File: config.mk
export PLATFORM = sky130hd
export DESIGN_NAME = rise_edge_detect
export DESIGN_NICKNAME = d
export VERILOG_FILES = /design/src/rtl/rise_edge_detect.sv
export SDC_FILE = /design/constraint.sdc
export NUM_CORES = 1
export LEC_CHECK = 0
export ABC_AREA = 1
export BUFFER_PORTS_ARGS = -buffer_cell sky130_fd_sc_hd__buf_4
export CAP_MARGIN = 10
export CORE_UTILIZATION = 57
export CTS_BUF_LIST = sky130_fd_sc_hd__clkbuf_16
export DETAILED_ROUTE_END_ITERATION = 10
export PLACE_DENSITY = 0.83
export SETUP_SLACK_MARGIN = 0.3
export SYNTH_ARGS = -nofsm -noshare
export SYNTH_HDL_FRONTEND = slang
export SYNTH_SLANG_ARGS = --single-unit
File: constraint.sdc
create_clock -name clk -period 2.06 [get_ports clk]
set_clock_uncertainty 0.1 [all_clocks]
set_input_delay 0.412 -clock clk [delete_from_list [all_inputs] [get_ports clk]]
set_output_delay 0.412 -clock clk [all_outputs]
set_load 0.02 [all_outputs]
File: src/rtl/rise_edge_detect.sv
// rise_edge_detect: per-bit rising-edge pulse generator with an any-edge summary and a wrapping edge-event counter.
// Define RISE_DETECT_SYNC_EN to insert a SYNC_STAGES-deep synchroniser ahead of the sample flops.
module rise_edge_detect #(
  parameter int DATA_WIDTH  = 1,
  parameter int SYNC_STAGES = 2,
  parameter int CNT_WIDTH   = 16
) (
  input  logic                  clk,
  input  logic                  resetn,
  input  logic [DATA_WIDTH-1:0] data_in,
  input  logic                  cnt_clr,
  output logic [DATA_WIDTH-1:0] data_out,
  output logic                  any_out,
  output logic [CNT_WIDTH-1:0]  edge_cnt
);

  if (DATA_WIDTH < 1) begin : g_bad_width
    $error("rise_edge_detect: DATA_WIDTH must be >= 1");
  end
  if (SYNC_STAGES < 2) begin : g_bad_sync
    $error("rise_edge_detect: SYNC_STAGES must be >= 2");
  end

  logic [DATA_WIDTH-1:0] smp_in;
  logic [DATA_WIDTH-1:0] smp_q;
  logic [DATA_WIDTH-1:0] hist_q;
  logic [CNT_WIDTH-1:0]  cnt_q;
  logic [CNT_WIDTH-1:0]  cnt_d;

`ifdef RISE_DETECT_SYNC_EN
  logic [DATA_WIDTH-1:0] sync_q [SYNC_STAGES];

  always_ff @(posedge clk or negedge resetn) begin
    if (!resetn) begin
      for (int i = 0; i < SYNC_STAGES; i++) sync_q[i] <= '0;
    end else begin
      sync_q[0] <= data_in;
      for (int i = 1; i < SYNC_STAGES; i++) sync_q[i] <= sync_q[i-1];
    end
  end

  assign smp_in = sync_q[SYNC_STAGES-1];
`else
  assign smp_in = data_in;
`endif

  // Sample and history flops; the pulse is decoded purely from flop outputs.
  always_ff @(posedge clk or negedge resetn) begin
    if (!resetn) begin
      smp_q  <= '0;
      hist_q <= '0;
    end else begin
      smp_q  <= smp_in;
      hist_q <= smp_q;
    end
  end

  assign data_out = smp_q & ~hist_q;
  assign any_out  = |data_out;

  // Clear wins over a same-cycle edge, so that edge is deliberately dropped.
  always_comb begin
    cnt_d = cnt_q;
    if (cnt_clr) begin
      cnt_d = '0;
    end else if (any_out) begin
      cnt_d = cnt_q + 1'b1;
    end
  end

  always_ff @(posedge clk or negedge resetn) begin
    if (!resetn) begin
      cnt_q <= '0;
    end else begin
      cnt_q <= cnt_d;
    end
  end

  assign edge_cnt = cnt_q;

endmodule

==> results.json <==
{
  "status": "complete, no violations",
  "fin_setup_tns_ps": 0,
  "yosysSeqAreaShare_pct": 43.4,
  "drt-pass1-iter-count": 4,
  "synth.most_common_cell": "nand2_1",
  "startpoint_type": "flop",
  "drt-vias-per-instance": 5.27,
  "synth-simple-area-share_pct": 39.5,
  "dieArea_mm2": 0.00200,
  "yosys-top-cells-count": "nand2_1, nor2_1, inv_1, dfrtp_1, nand3_1",
  "start_util_pct": 60.8,
  "grt_pass1_wl_um": 3790,
  "clock_insertion_delay_worst_skew_ps": 250,
  "overflow": 0,
  "drcViolationCount": 0,
  "die_h_um": 44.7,
  "chipWidth_um": 44.7,
  "synthAdderAreaFrac_pct": 1.20,
  "grt_pass1_vias": 967,
  "yosysTopAreaCellShare_pct": 43.4,
  "relSlewSlack_pct": 66.1,
  "cts_tree": "yes",
  "final_cell_area_mm2": 0.00130,
  "synth_top_family_by_area": "simple AND/OR/NAND/NOR gates",
  "syn_area_mm2": 0.00104,
  "synth-main-ff-cell": "dfrtp_1",
  "rr_worst_depth": 8,
  "areaGrowthSynthToFinish_pct": 25.2,
  "ys_warn_count": 0,
  "rsz0062_at_grt": "no",
  "dp_hpwl_um": 1660,
  "max_stage_delay_ps": 410,
  "synth_edf_count": 0,
  "io_pins": 22,
  "vias": 1027,
  "hold_path.class": "input pin to flop",
  "clockBufferDepth": 2,
  "place.gp.congestion": 0.927,
  "cp.arrival_ps": 1080,
  "drt_wl_total_um": 2280,
  "cts.clk_slew.worst_paths_ps": 50,
  "worstSetupPathType": "flop to output pin",
  "maxCapViolations": 0,
  "place_area_mm2": 0.00121,
  "synth_area_leaders": "dfrtp_1, nand2_1, nor2_1",
  "grt_max_degree": 19,
  "drive_gt1_share_pct": 21.2,
  "cp.depth": 3,
  "wl_per_cell_um": 11.7,
  "cts_sinks": 18,
  "synth_nets": 152,
  "synth_compound_area_share_pct": 6.75,
  "synth_cell_types": 18,
  "synthArstFlopShare_pct": 100,
  "synthCells": 147,
  "crit_chain": "inv_2 -> nor2_4 -> buf_4",
  "insertedDiodeCount": 0,
  "slew_viol_final": 0,
  "tightest_slew_ps": 509,
  "syn_avg_cell_area_um2": 7.06,
  "path_delay_family": "flip-flops",
  "end_kind": "output pin",
  "antenna_found_initial": 0,
  "ant_nets": 0,
  "cts_setup_buffers": 0,
  "clockRootBuffer": "clkbuf_16",
  "drt-initial-drc-count": 39,
  "max_freq_mhz": 629,
  "path_max_fanout": 7,
  "post-route-period-util_pct": 77.1,
  "grtUsageTotal_pct": 26.3,
  "synth_top_area_cell": "dfrtp_1",
  "path_buf_inv": 2,
  "p_leak_nw": 0.648,
  "portBuffers": 21,
  "fin_nets": 177,
  "numCtsBuffers": 3,
  "power_density_mw_per_mm2": 608,
  "rows": 15,
  "synth_xor_xnor_area_share_pct": 0,
  "synthMuxAreaShare_pct": 0,
  "worstPathRequired_ps": 1550,
  "coreArea_mm2": 0.00171,
  "period_minus_slack_ps": 1590,
  "setup_viol": 0,
  "holdPathStages": 1,
  "h-tree-depth": 1,
  "hold_violations": 0,
  "crit_slowest_cell": "dfrtp_1",
  "ys_seq_elements": 18,
  "peakVddDrop_mv": 0.536
}
## power breakdown
group / switching [mW] / internal (mW)
Sequential: 0.00540 / 0.358
Clock: 0.121 / 0.255
Combinational: 0.0335 / 0.0174
Total: 0.160 / 0.631
## stage by stage
| step | power [mW] | std cells | setup slack [ps] | hold slack (ps) | util [%] |
|---|---|---|---|---|---|
| 3_3_place_gp | 0.418 | 191 | 557 | 190 | 71.1 |
| 4_1_cts | 0.795 | 195 | 465 | 171 | 76.1 |
| 3_5_place_dp | 0.419 | 191 | 518 | 191 | 71.1 |
| 5_1_grt | 0.807 | 195 | 440 | 170 | 76.1 |
| 6_report | 0.790 | 195 | 471 | 172 | 76.1 |
| 2_1_floorplan | 0.398 | 147 | 590 | 16.4 | - |
## path summary, 6_finish.rpt
path | start | slack, ps | endpoint
worst max-delay path | smp_q | 470 | data_out
max in group asynchronous | resetn | 1200 | edge_cnt[5]
worst min-delay path | data_in | 170 | smp_q
worst max register to register | edge_cnt[1] | 580 | edge_cnt[8]
worst min register to register | smp_q | 370 | hist_q
min in group asynchronous | resetn | 470 | edge_cnt[15]
## sequential cells by signal, indices dropped and copies added, names as in the netlist
register  count
edge_cnt     16
hist_q        1
smp_q         1
## cells in the final DEF, fill, tap and decap left out
master / count
nand2_2: 1
dfrtp_1: 18
buf_4: 21
clkbuf_16: 3
dlygate4sd3_1: 1
nor2_4: 2
nand3_1: 8
o21bai_1: 2
nor2_2: 4
nand2_1: 43
o21ai_0: 6
nand4_1: 4
nand2_4: 2
a21oi_1: 5
inv_2: 2
nand3_2: 1
ha_1: 1
inv_1: 20
nor2_1: 26
## worst reg2reg max path, delay by kind of cell, from the launching register on
| family | cells | cell delay (ps) |
|---|---|---|
| AO/OA/AOI/OAI | 1 | 100 |
| adder cells (fa/ha/maj) | 1 | 220 |
| buffers and inverters | 1 | 40 |
| flip-flops | 1 | 410 |
| AND/OR/NAND/NOR | 5 | 510 |
## cell type report
class	count	area (um2)
tap	25	31.3
sequential	18	450
clock buffer	3	75.1
fill	134	408
timing repair buffer	22	168
inverter	22	82.6
multi-input combinational	105	493
## cells by family after synthesis
family,Yosys count
simple gates,91
buf+inv,24
flops,18
compound gates,13
fa+ha+maj,1
## routing by layer
layer	share of wire (%)	vias to the layer above	GRT usage [%]	wire length, um
met1	41	473	30.0	933
li1	-	503	-	-
met5	0	-	0	0
met4	3.7	0	17.0	84
met2	49	39	44.1	1110
met3	6.8	12	5.71	156
## repair_timing
item / CTS / global route
endpoints found under the hold margin: 18 / 0
gates resized for setup: 0 / 0
hold buffers: 1 / 0
Note: power is estimated with default switching activity, not from simulation.
